File: src/rtl/instr_loader_if.sv
// Byte-stream input and instruction-bank write/status bus of the instruction loader.
// The master side is the loader itself; the slave side is the byte source and bank.
interface instr_loader_if #(
  parameter int NUM_INSTR = 32
);
  localparam int AW = $clog2(NUM_INSTR);
  localparam int LW = $clog2(NUM_INSTR + 1);

  logic          rx_valid;
  logic [7:0]    rx_data;
  logic          wr_en;
  logic [AW-1:0] wr_addr;
  logic [31:0]   wr_data;
  logic          program_valid;
  logic [LW-1:0] num_loaded;
  logic          busy;
  logic          load_done;
  logic          load_err;

  modport master (
    input  rx_valid, rx_data,
    output wr_en, wr_addr, wr_data, program_valid, num_loaded, busy, load_done, load_err
  );

  modport slave (
    output rx_valid, rx_data,
    input  wr_en, wr_addr, wr_data, program_valid, num_loaded, busy, load_done, load_err
  );
endinterface

File: src/rtl/instr_loader.sv
// Frame parser that loads a checksum-verified program of 32-bit words from a byte stream.
// Frame: 0xA5, length N, 4N payload bytes (MSB first per word), XOR checksum seeded with N.
module instr_loader #(
  parameter int NUM_INSTR      = 32,
  parameter int TIMEOUT_CYCLES = 1000000
) (
  input  logic clk,
  input  logic rst_n,
  instr_loader_if.master bus
);
  localparam int AW = $clog2(NUM_INSTR);
  localparam int LW = $clog2(NUM_INSTR + 1);
  localparam int CW = $clog2(TIMEOUT_CYCLES + 1);

  typedef enum logic [1:0] {IDLE, LEN, DATA, CHECK} state_t;

  state_t        state_reg, state_next;
  logic [CW-1:0] idle_cnt_reg;
  logic [LW-1:0] len_reg;
  logic [AW-1:0] word_idx_reg;
  logic [1:0]    byte_cnt_reg;
  logic [31:0]   word_reg;
  logic [7:0]    csum_reg;
  logic          wr_en_reg;
  logic [AW-1:0] wr_addr_reg;
  logic [31:0]   wr_data_reg;
  logic          pv_reg;
  logic [LW-1:0] num_loaded_reg;
  logic          done_reg;
  logic          err_reg;

  logic timeout;
  logic accept;
  logic len_ok;
  logic word_end;
  logic last_word;
  logic busy;
  logic frame_done;
  logic frame_err;

  // A timeout wins over a byte arriving on the same cycle, which is then dropped.
  assign timeout   = (state_reg != IDLE) && (idle_cnt_reg == CW'(TIMEOUT_CYCLES - 1));
  assign accept    = bus.rx_valid && !timeout;
  assign len_ok    = (bus.rx_data != 8'h00) && ({24'h0, bus.rx_data} <= 32'(NUM_INSTR));
  assign word_end  = (byte_cnt_reg == 2'd3);
  assign last_word = ((LW'(word_idx_reg) + LW'(1)) == len_reg);

  always_ff @(posedge clk) begin
    if (!rst_n) begin
      state_reg <= IDLE;
    end else begin
      state_reg <= state_next;
    end
  end

  always_comb begin
    state_next = state_reg;
    if (timeout) begin
      state_next = IDLE;
    end else if (accept) begin
      case (state_reg)
        IDLE:    if (bus.rx_data == 8'hA5) state_next = LEN;
        LEN:     state_next = len_ok ? DATA : IDLE;
        DATA:    if (word_end && last_word) state_next = CHECK;
        CHECK:   state_next = IDLE;
        default: state_next = IDLE;
      endcase
    end
  end

  always_comb begin
    busy       = (state_reg != IDLE);
    frame_done = accept && (state_reg == CHECK) && (bus.rx_data == csum_reg);
    frame_err  = timeout
              || (accept && (state_reg == LEN) && !len_ok)
              || (accept && (state_reg == CHECK) && (bus.rx_data != csum_reg));
  end

  always_ff @(posedge clk) begin
    if (!rst_n) begin
      idle_cnt_reg   <= '0;
      len_reg        <= '0;
      word_idx_reg   <= '0;
      byte_cnt_reg   <= '0;
      word_reg       <= '0;
      csum_reg       <= '0;
      wr_en_reg      <= 1'b0;
      wr_addr_reg    <= '0;
      wr_data_reg    <= '0;
      pv_reg         <= 1'b0;
      num_loaded_reg <= '0;
      done_reg       <= 1'b0;
      err_reg        <= 1'b0;
    end else begin
      wr_en_reg    <= 1'b0;
      done_reg     <= frame_done;
      err_reg      <= frame_err;
      idle_cnt_reg <= (state_next == IDLE || accept) ? '0 : idle_cnt_reg + CW'(1);
      if (accept) begin
        case (state_reg)
          IDLE: begin
            if (bus.rx_data == 8'hA5) pv_reg <= 1'b0;
          end
          LEN: begin
            len_reg      <= LW'(bus.rx_data);
            csum_reg     <= bus.rx_data;
            word_idx_reg <= '0;
            byte_cnt_reg <= '0;
          end
          DATA: begin
            csum_reg     <= csum_reg ^ bus.rx_data;
            word_reg     <= {word_reg[23:0], bus.rx_data};
            byte_cnt_reg <= byte_cnt_reg + 2'd1;
            if (word_end) begin
              wr_en_reg    <= 1'b1;
              wr_addr_reg  <= word_idx_reg;
              wr_data_reg  <= {word_reg[23:0], bus.rx_data};
              word_idx_reg <= word_idx_reg + AW'(1);
            end
          end
          CHECK: begin
            if (bus.rx_data == csum_reg) begin
              pv_reg         <= 1'b1;
              num_loaded_reg <= len_reg;
            end
          end
          default: ;
        endcase
      end
    end
  end

  assign bus.wr_en         = wr_en_reg;
  assign bus.wr_addr       = wr_addr_reg;
  assign bus.wr_data       = wr_data_reg;
  assign bus.program_valid = pv_reg;
  assign bus.num_loaded    = num_loaded_reg;
  assign bus.busy          = busy;
  assign bus.load_done     = done_reg;
  assign bus.load_err      = err_reg;
endmodule

File: src/flat_wrapper.sv
// flat-port wrapper written by rule: the top's interface ports become plain ports
module instr_loader_flat 
#(
  parameter int NUM_INSTR      = 32,
  parameter int TIMEOUT_CYCLES = 1000000
)
  (clk, rst_n, bus_rx_valid, bus_rx_data, bus_wr_en, bus_wr_addr, bus_wr_data, bus_program_valid, bus_num_loaded, bus_busy, bus_load_done, bus_load_err);
  instr_loader_if #(.NUM_INSTR(NUM_INSTR)) bus_i ();
  input  logic clk;
  input  logic rst_n;
  input wire logic [$bits(bus_i.rx_valid)-1:0] bus_rx_valid;
  input wire logic [$bits(bus_i.rx_data)-1:0] bus_rx_data;
  output wire logic [$bits(bus_i.wr_en)-1:0] bus_wr_en;
  output wire logic [$bits(bus_i.wr_addr)-1:0] bus_wr_addr;
  output wire logic [$bits(bus_i.wr_data)-1:0] bus_wr_data;
  output wire logic [$bits(bus_i.program_valid)-1:0] bus_program_valid;
  output wire logic [$bits(bus_i.num_loaded)-1:0] bus_num_loaded;
  output wire logic [$bits(bus_i.busy)-1:0] bus_busy;
  output wire logic [$bits(bus_i.load_done)-1:0] bus_load_done;
  output wire logic [$bits(bus_i.load_err)-1:0] bus_load_err;
  assign bus_i.rx_valid = bus_rx_valid;
  assign bus_i.rx_data = bus_rx_data;
  assign bus_wr_en = bus_i.wr_en;
  assign bus_wr_addr = bus_i.wr_addr;
  assign bus_wr_data = bus_i.wr_data;
  assign bus_program_valid = bus_i.program_valid;
  assign bus_num_loaded = bus_i.num_loaded;
  assign bus_busy = bus_i.busy;
  assign bus_load_done = bus_i.load_done;
  assign bus_load_err = bus_i.load_err;
  instr_loader #(.NUM_INSTR(NUM_INSTR), .TIMEOUT_CYCLES(TIMEOUT_CYCLES)) u_core (.clk(clk), .rst_n(rst_n), .bus(bus_i));
endmodule
File: config.mk
export PLATFORM = sky130hd
export DESIGN_NAME = instr_loader_flat
export DESIGN_NICKNAME = d
export VERILOG_FILES = /design/src/rtl/instr_loader_if.sv /design/src/rtl/instr_loader.sv /design/src/flat_wrapper.sv
export SDC_FILE = /design/constraint.sdc
export NUM_CORES = 1
export LEC_CHECK = 0
export ABC_AREA = 1
export CAP_MARGIN = 20
export CORE_MARGIN = 1
export CORE_UTILIZATION = 45
export CTS_CLUSTER_DIAMETER = 150
export DETAILED_ROUTE_END_ITERATION = 8
export HOLD_SLACK_MARGIN = 0.02
export PLACE_DENSITY = 0.74
export SLEW_MARGIN = 10
export SYNTH_ARGS = -nofsm -noshare
export SYNTH_HDL_FRONTEND = slang
export SYNTH_SLANG_ARGS = --single-unit
File: constraint.sdc
create_clock -name clk -period 2.4 [get_ports clk]
set_input_delay 0.24 -clock clk [delete_from_list [all_inputs] [get_ports clk]]
set_output_delay 0.24 -clock clk [all_outputs]
set_load 0.02 [all_outputs]
# == After elaboration in Yosys (flattened, before gate mapping) ==
# Index checks and enable logic that the tools add are counted.
# Widths: inputs -> output; s select.
# word_totals
reg_bits,114
wordCells,76
inputBits,11
out_inout_bits,48
# op_classes
n_eq_ne,12
addsub,4
reduce_logical,29
bitwise,2
magnitude_cmp,1
n_mux,14
# ops
operator,n
$add 20x1->20 const B,1
$eq 20x20->1 const B,1
$pmux 8 s2,1
$reduce_and 3->1,4
$mux 2,5
$pmux 5 s2,1
$logic_and 1x1->1,9
$eq 8x8->1,1
$eq 8x8->1 const B,1
$le 8x6->1 const B,1
$ne 8x8->1,1
$pmux 2 s4,1
$reduce_bool 8->1,1
$xor 8x8->8,1
$add 5x1->6 const B,1
$eq 2x2->1 const B,3
$eq 6x6->1,1
$reduce_and 2->1,3
$reduce_bool 2->1,3
$add 5x1->5 const B,1
$mux 5,1
$logic_not 2->1,2
$ne 2x1->1 const B,2
$pmux 2 s2,1
other kinds (10),15

# == Depth between registers and ports, before layout ==
# Gate-level depths: netlist (run 1).
# logic_depth
ltp_word,10
depth_mapped,16
ltp_nobuf,15

# == Worst setup path after synthesis (run 1) ==
# Ideal clock, no wire load.
# synth_timing
path_kind,register to register
from,register u_core.state_reg[0]
to,"register u_core.num_loaded_reg[2], in the netlist u_core.bus.num_loaded[2]"
path_slack_ps,574
path_stages_with_launch,14
path_buffers,1
arrival_time_ps,1707
t_required_ps,2281
period_less_slack_ps,1826
setup_ps,119
cell_sequence,dfxtp_1 > inv_1 > ha_1 > nor2_1 > nand3_1 > nor2_1 > nand3_4 > nand2_4 > inv_2 > nand3_1 > inv_2 > buf_2 > o21ai_0 > a21oi_1
# synth_between
elab_chain_cells,5
word_cells_on_any_way,6
cone_classes,eq/ne: 1; reduce/logical: 5
# synth_lines
item,line_no,source
from (decl),instr_loader.sv:17,"state_t state_reg, state_next;"
from (signal assigned),instr_loader.sv:52,state_reg <= state_next;
$reduce_bool 2->1,instr_loader.sv:42,assign timeout = (state_reg != IDLE) && (idle_cnt_reg == CW'(TIMEOUT_CYCLES - 1));
$logic_and 1x1->1,instr_loader.sv:42,
$logic_not 1->1,instr_loader.sv:43,assign accept = bus.rx_valid && !timeout;
$logic_and 1x1->1,instr_loader.sv:43,
$reduce_and 3->1 (no source line) *,-,
to (signal assigned),instr_loader.sv:124,num_loaded_reg <= len_reg;
to (decl),instr_loader.sv:28,logic [LW-1:0] num_loaded_reg;
# Mark *: on every way between the ends. The rest lies on a longest branch, timed or not.
# A chain may end at the register's enable or synchronous reset.

# == Final worst setup path (run 1) ==
# layout_timing
from,register u_core.state_reg[0]
to,output port bus_busy
# layout_between
elab_chain_cells,1
# layout_lines
item,line_no,source
$reduce_bool 2->1,instr_loader.sv:72,busy = (state_reg != IDLE);
to (decl),flat_wrapper.sv:18,output wire logic [$bits(bus_i.busy)-1:0] bus_busy;
# Every way passes these cells.

==> results.yml, run 1 <==
drt:
  routed_via_density: 5.21
  drtIter0Drc: 259
  vias: 4235
  drc: 0
  wl_mm: 11.6
  avgRoutedWirePerCell_um: 14.3
  postRouteAntennaNets: 0
  first_pass_iters: 5
finish:
  final_area_sq_um: 6060
  antennaDiodeCount: 0
  num-nets-final: 683
  fin_cells: 813
  largest_reg_flops: 32
  drive_above_1_share: 0.115
  area_growth_pct: 26.5
  final_util: 0.587
hold_path:
  hold_start: "rst_n"
  hold_depth: 3
  hold_end: "u_core.bus.num_loaded[5]"
  hp-class: "in -> reg"
synth:
  ys_ff_latch: 114
  synth_flop_cell: "dfxtp_1"
  yosys_warnings: 0
  avgSynthCellArea_sq_um: 8.00
  ys_top_cells_by_count: "dfxtp_1 (114), nand2_1 (72), nor2_1 (69)"
  synth_nets: 618
  synth_top_area_cell: "dfxtp_1"
  synth.top_cells.by_area: "dfxtp_1 (48%), o21ai_0 (6.6%), nand2_1 (5.6%), nor2_1 (5.4%), a21oi_1 (5.1%)"
  synth.distinct_cells: 35
  ys_seq_area_frac: 0.476
  synth_area_sq_um: 4790
  synth_cells: 599
  synth_top_area_frac: 0.476
  synth_edf_count: 0
  synth_most_common_cell: "dfxtp_1"
  synth-async-reset-ratio: 0
critical_path:
  r2r_slack_ns: 0.20
  cp-start-kind: "flip-flop"
  cpPeakStageDelay_ns: 0.63
  reg2reg_depth: 13
  worst_r2r_startpoint: "u_core.state_reg[0]"
  critPathLaunch: "u_core.state_reg[0]"
  cpMostUsedCell: "inv_1"
  critPathCaptureType: "output port"
  required_ns: 2.16
  path_class: "reg -> out"
  cpMaxStageDelayCell: "clkdlybuf4s50_1"
  arrival_ns: 1.99
  cp_max_fo: 4
  crit_chain: "inv_1 > ha_1 > inv_1 > clkdlybuf4s50_1"
  r2r-end: "u_core.word_idx_reg[2]"
power:
  p_leak_nw: 2.35
  pwr_density_cell_nw_per_um2: 716
  p_total_mw: 4.34
  vdd.ir_drop.worst_mv: 0.479
clocking:
  cts.reportedPaths.clkPinSlew_ns: 0.06
  cts_buffers: 17
  cts_sinks: 114
  clockBufferDepth: 2
  clkLatencyLatePin_ns: 0.52
  cts-root-buf: "clkbuf_8"
  cts_setup_buffers: 0
  h-tree-depth: 4
  cts_tree: "done"
timing:
  worst_pin_slew_ns: 0.492
  hold_viol_final: 0
  layout_min_cycle_time_ns: 2.23
  grt_setup_unrepaired: "false"
  clock_skew_ns: 0.00785
  period_share: 0.930
  slew_headroom: 0.671
  fin_ws_ns: 0.169
  fmaxAchievable_mhz: 448
  finalSetupViolCount: 0
  slew_viol_final: 0
global_routing:
  grt_pass1_vias: 4061
  grt_max_degree: 37
  grt_pass1_wl_mm: 19.0
  grt_antenna_before_repair: 0
  gr-total-overflow: 0
  globalRouteTotalUtil: 0.217
place:
  placed_cells: 778
  placed_area_sq_um: 5450
  place_hpwl_mm: 7.59
  post-place-ws_ns: -0.0636
  numPortBuffers: 58
  place_congestion: 0.887
floorplan:
  die-width_um: 105
  die_area_sq_um: 11100
  die_h_um: 105
  initial_core_util: 0.464
  core-area_sq_um: 10300
  fp-row-count: 37
  ios: 59
flow_run:
  drv_cap: 0
run_status:
  status: "completed"
power breakdown:
part | internal (mW) | total [mW] | switching, mW
registers | 1.89 | 1.89 | 0.000638
logic | 0.0355 | 0.105 | 0.0692
clock network | 1.41 | 2.34 | 0.933
stage by stage:
stage                     hold slack [ns]  TNS [ns]
final                               0.137         0
after global routing                0.144         0
after CTS                           0.123         0
after detailed placement            0.459    -0.212
after global placement              0.432         0
after floorplan                     0.343         0
worst max path at each step:
stage / to / slack (ns)
CTS: u_core.bus.wr_data[7] / 0.002
global placement: u_core.bus.wr_data[7] / 0.02
finish: bus_busy / 0.17
global route: u_core.bus.wr_data[7] / 0.03
detailed placement: u_core.bus.wr_data[7] / -0.06
floorplan: u_core.bus.num_loaded[2] / 0.57
layout by cell type (no fill, tap or decap), drive strengths merged:
cell type and n:
o21bai 1, clkinv 7, nand3 50, buf 12, a31o 1, nor2 79
o21ai 88, ha 8, o211ai 1, xor2 14, clkbuf 18, bufinv 1
clkinvlp 5, dfxtp 114, nand4 7, nand2b 1, nor3 5, a21oi 50
clkdlybuf4s50 57, inv 69, a31oi 3, nand2 76, xnor2 10
kinds of logic after synthesis:
| family | share of synthesized area |
|---|---|
| AOI/OAI and AO/OA | 0.164 |
| xor gates and xnor gates | 0.0439 |
| adders and majority gates | 0.0209 |
| buffers and inverters | 0.0899 |
| DFF | 0.476 |
| and+or+nand+nor | 0.205 |
critical path: cells and delay by family, from the launching register on:
family / cells / cell delay (ns)
fa+ha+maj: 1 / 0.23
flops: 1 / 0.37
buf+inv: 3 / 0.87
metal layers:
| layer | global-route usage | part of all wire | vias to the layer above |
|---|---|---|---|
| met5 | 0 | 0 | - |
| met4 | 0.0946 | 0.020 | 0 |
| met3 | 0.0586 | 0.048 | 26 |
| met2 | 0.365 | 0.49 | 120 |
| met1 | 0.258 | 0.44 | 1989 |
| li1 | - | - | 2100 |
what timing repair did:
item,CTS,global route
endpoints found under the hold margin,0,0
hold buffers,0,0
pin swaps,1,2
gates cloned,1,2
gates resized for setup,0,2
endpoints found under the setup margin,21,34
area by class of cell:
cell class                 instances  area [sq um]
clock buffer                      18           428
tap                              136           170
sequential                       114          2280
fill                             879          4270
multi-input combinational        394          2120
clock inverter                    14           131
timing repair buffer              69           658
inverter                          68           269
No activity file was read; power rests on OpenSTA's default activity.
==> inputs of run 2 (changes only) <==
==> constraint.sdc (replaced) <==
create_clock -name clk -period 2.4 [get_ports clk]
set_input_delay 0.24 -clock clk [delete_from_list [all_inputs] [get_ports clk]]
set_output_delay 0.24 -clock clk [all_outputs]
set_load 0.005 [all_outputs]
==> results of run 2 <==
The final DEF is identical to that of run 1. Status: completed.
Main changes from that run: setup slack after layout 0.169 ns -> 0.203 ns; end point of the critical path bus_busy -> u_core.word_idx_reg[2]
==> inputs of run 3 (changes only) <==
--- a/config.mk
+++ b/config.mk
@@ -7,6 +7,7 @@
 export LEC_CHECK = 0
 export ABC_AREA = 1
 export CAP_MARGIN = 20
+export CORE_ASPECT_RATIO = 0.6
 export CORE_MARGIN = 1
 export CORE_UTILIZATION = 45
 export CTS_CLUSTER_DIAMETER = 150
==> run 3 against run 2 <==
  * Global-route usage increased by 1.9 points
  * Sequential share of layout area decreased by 0.57 points
  * First-iteration DRC count increased by 23%
  * Die area increased by 0.13%
  * Register-to-register slack got worse by 0.07 ns
  * Hold slack improved by 0.17 ns
  * Cell count decreased by 0.25%
  * Critical path type unchanged
  * Largest cell class unchanged
==> results.yml, run 3 (same netlist as run 1, synthesis figures left out) <==
timing:
  finalSetupViolCount: 0
  clock_skew_ns: 0.00966
  slew_headroom: 0.657
  hold_ws_ns: 0.305
  layout_min_cycle_time_ns: 2.26
  finalSetupTns_ns: 0
  grt_setup_unrepaired: "false"
  slew_viol_final: 0
  fmaxAchievable_mhz: 442
  period_share: 0.943
  worst_pin_slew_ns: 0.514
  hold_viol_final: 0
critical_path:
  r2r_slack_ns: 0.14
  r2r-end: "u_core.bus.wr_data[12]"
  path_class: "reg -> reg"
  cp-start-kind: "flip-flop"
  required_ns: 2.74
  arrival_ns: 2.61
  reg2reg_depth: 13
  critPathCaptureType: "flip-flop"
  cp_max_fo: 23
  critPathLaunch: "u_core.state_reg[0]"
  worst_r2r_startpoint: "u_core.state_reg[0]"
drt:
  routed_via_density: 5.22
  drc: 0
  drtIter0Drc: 318
  first_pass_iters: 5
  avgRoutedWirePerCell_um: 14.9
  postRouteAntennaNets: 0
  wl_mm: 12.1
  vias: 4231
power:
  seqPwrFrac: 0.397
  vdd.ir_drop.worst_mv: 0.575
  p_sw_uw: 972
  p_total_mw: 4.77
  p_leak_nw: 2.42
  sw_frac_of_total: 0.204
  power_frac_comb: 0.022
  clockPowerShare: 0.581
  pwr_density_cell_nw_per_um2: 775
  p_int_mw: 3.80
clocking:
  cts_setup_buffers: 0
  cts_resized: 0
  clockBufferDepth: 2
  cts_buffers: 17
  cts_tree: "done"
  h-tree-depth: 4
  cts_sinks: 114
  cts.reportedPaths.clkPinSlew_ns: 0.05
  cts-root-buf: "clkbuf_16"
  clkLatencyLatePin_ns: 0.41
place:
  placed_area_sq_um: 5480
  place_hpwl_mm: 8.15
  numPortBuffers: 58
  place_congestion: 0.866
hold_path:
  hold_end: "u_core.csum_reg[3]"
  hold_depth: 3
  hold_start: "rst_n"
  hp-class: "in -> reg"
floorplan:
  core-area_sq_um: 10100
  die_area_sq_um: 11100
  initial_core_util: 0.475
  fp-row-count: 28
  die-width_um: 135
  die_h_um: 81.9
  ios: 59
global_routing:
  grt_max_degree: 64
  grt_pass1_vias: 3971
  globalRouteTotalUtil: 0.235
  grt_pass1_wl_mm: 19.7
  gr-total-overflow: 0
  grt_antenna_before_repair: 0
finish:
  final_cell_mix: "dfxtp_1 (114), nand2_1 (72), nor2_1 (69), o21ai_0 (63), inv_1 (61)"
  final_area_sq_um: 6150
  largest_reg_flops: 32
  antennaDiodeCount: 0
  num-nets-final: 682
  area_growth_pct: 28.4
  drive_above_1_share: 0.111
  fill_cells: 842
  layout_commonest_cell: "dfxtp_1"
flow_run:
  drv_cap: 0
run_status:
  status: "completed"
[run 3: cell count changes in the layout (fill, tap and decap cells not counted), sizes merged]
cell | previous run | this run
nor2 | 79 | 78
inv | 69 | 66
bufinv | 1 | 5
clkbuf | 18 | 19
clkinvlp | 5 | 3
[run 3: how the worst max path moves through the flow]
| stage | to | cells after the start | slack (ns) |
|---|---|---|---|
| after floorplan | u_core.bus.num_loaded[2] | 13 | 0.57 |
| after global placement | u_core.bus.wr_data[13] | 13 | 0.09 |
| after detailed placement | u_core.bus.wr_data[13] | 13 | 0.03 |
| after CTS | u_core.bus.wr_data[12] | 13 | 0.10 |
| after global routing | u_core.idle_cnt_reg[3] | 16 | 0.004 |
| final | u_core.bus.wr_data[12] | 13 | 0.14 |
[run 3: power groups by stage]
stage                     clock network (mW)  logic (mW)  registers (mW)
after floorplan                            0      0.0487            1.94
after CTS                               2.80       0.102            1.90
after global placement                     0      0.0971            1.94
after detailed placement                   0      0.0998            1.94
final                                   2.77       0.104            1.90
after global routing                    2.90       0.111            1.89
[run 3: layout make-up]
class / instances / area, sq um / area share
Tap cell: 135 / 169 / 0.0275
Inverter: 68 / 265 / 0.0431
Sequential cell: 114 / 2280 / 0.371
Timing Repair Buffer: 69 / 683 / 0.111
Clock inverter: 13 / 209 / 0.0340
Clock buffer: 19 / 443 / 0.0720
Multi-Input combinational cell: 393 / 2100 / 0.341
[run 3: metrics by stage]
stage / util / instances / worst slack (ns)
global placement: 0.543 / 777 / 0.0929
finish: 0.610 / 811 / 0.137
global route: 0.610 / 811 / 0.00433
floorplan: - / 599 / 0.574
detailed placement: 0.543 / 777 / 0.0257
CTS: 0.609 / 810 / 0.101
[run 3: layer usage]
metal  vias up  GRT usage  routed length, um
met1      1991      0.327               6150
li1       2087          -                  -
met5         -          0                  0
met4         0     0.0775                136
met3        13     0.0685                788
met2       140      0.349               4990
[run 3: what timing repair did]
item | in CTS | in global routing
pin swaps | 1 | 2
gates cloned | 1 | 1
hold buffers | 0 | 0
setup endpoints to repair | 1 | 18
[run 3: worst max-delay path: stages (launching register included)]
cell	delay, ns
dfxtp_1	0.31
inv_1	0.13
ha_1	0.18
nor2_1	0.05
nand3_1	0.06
nor2_1	0.07
nand3_4	0.09
nand2_4	0.09
nor2_8	0.29
inv_6	0.10
nor2_8	0.29
nand2_4	0.20
buf_12	0.20
o21ai_1	0.11
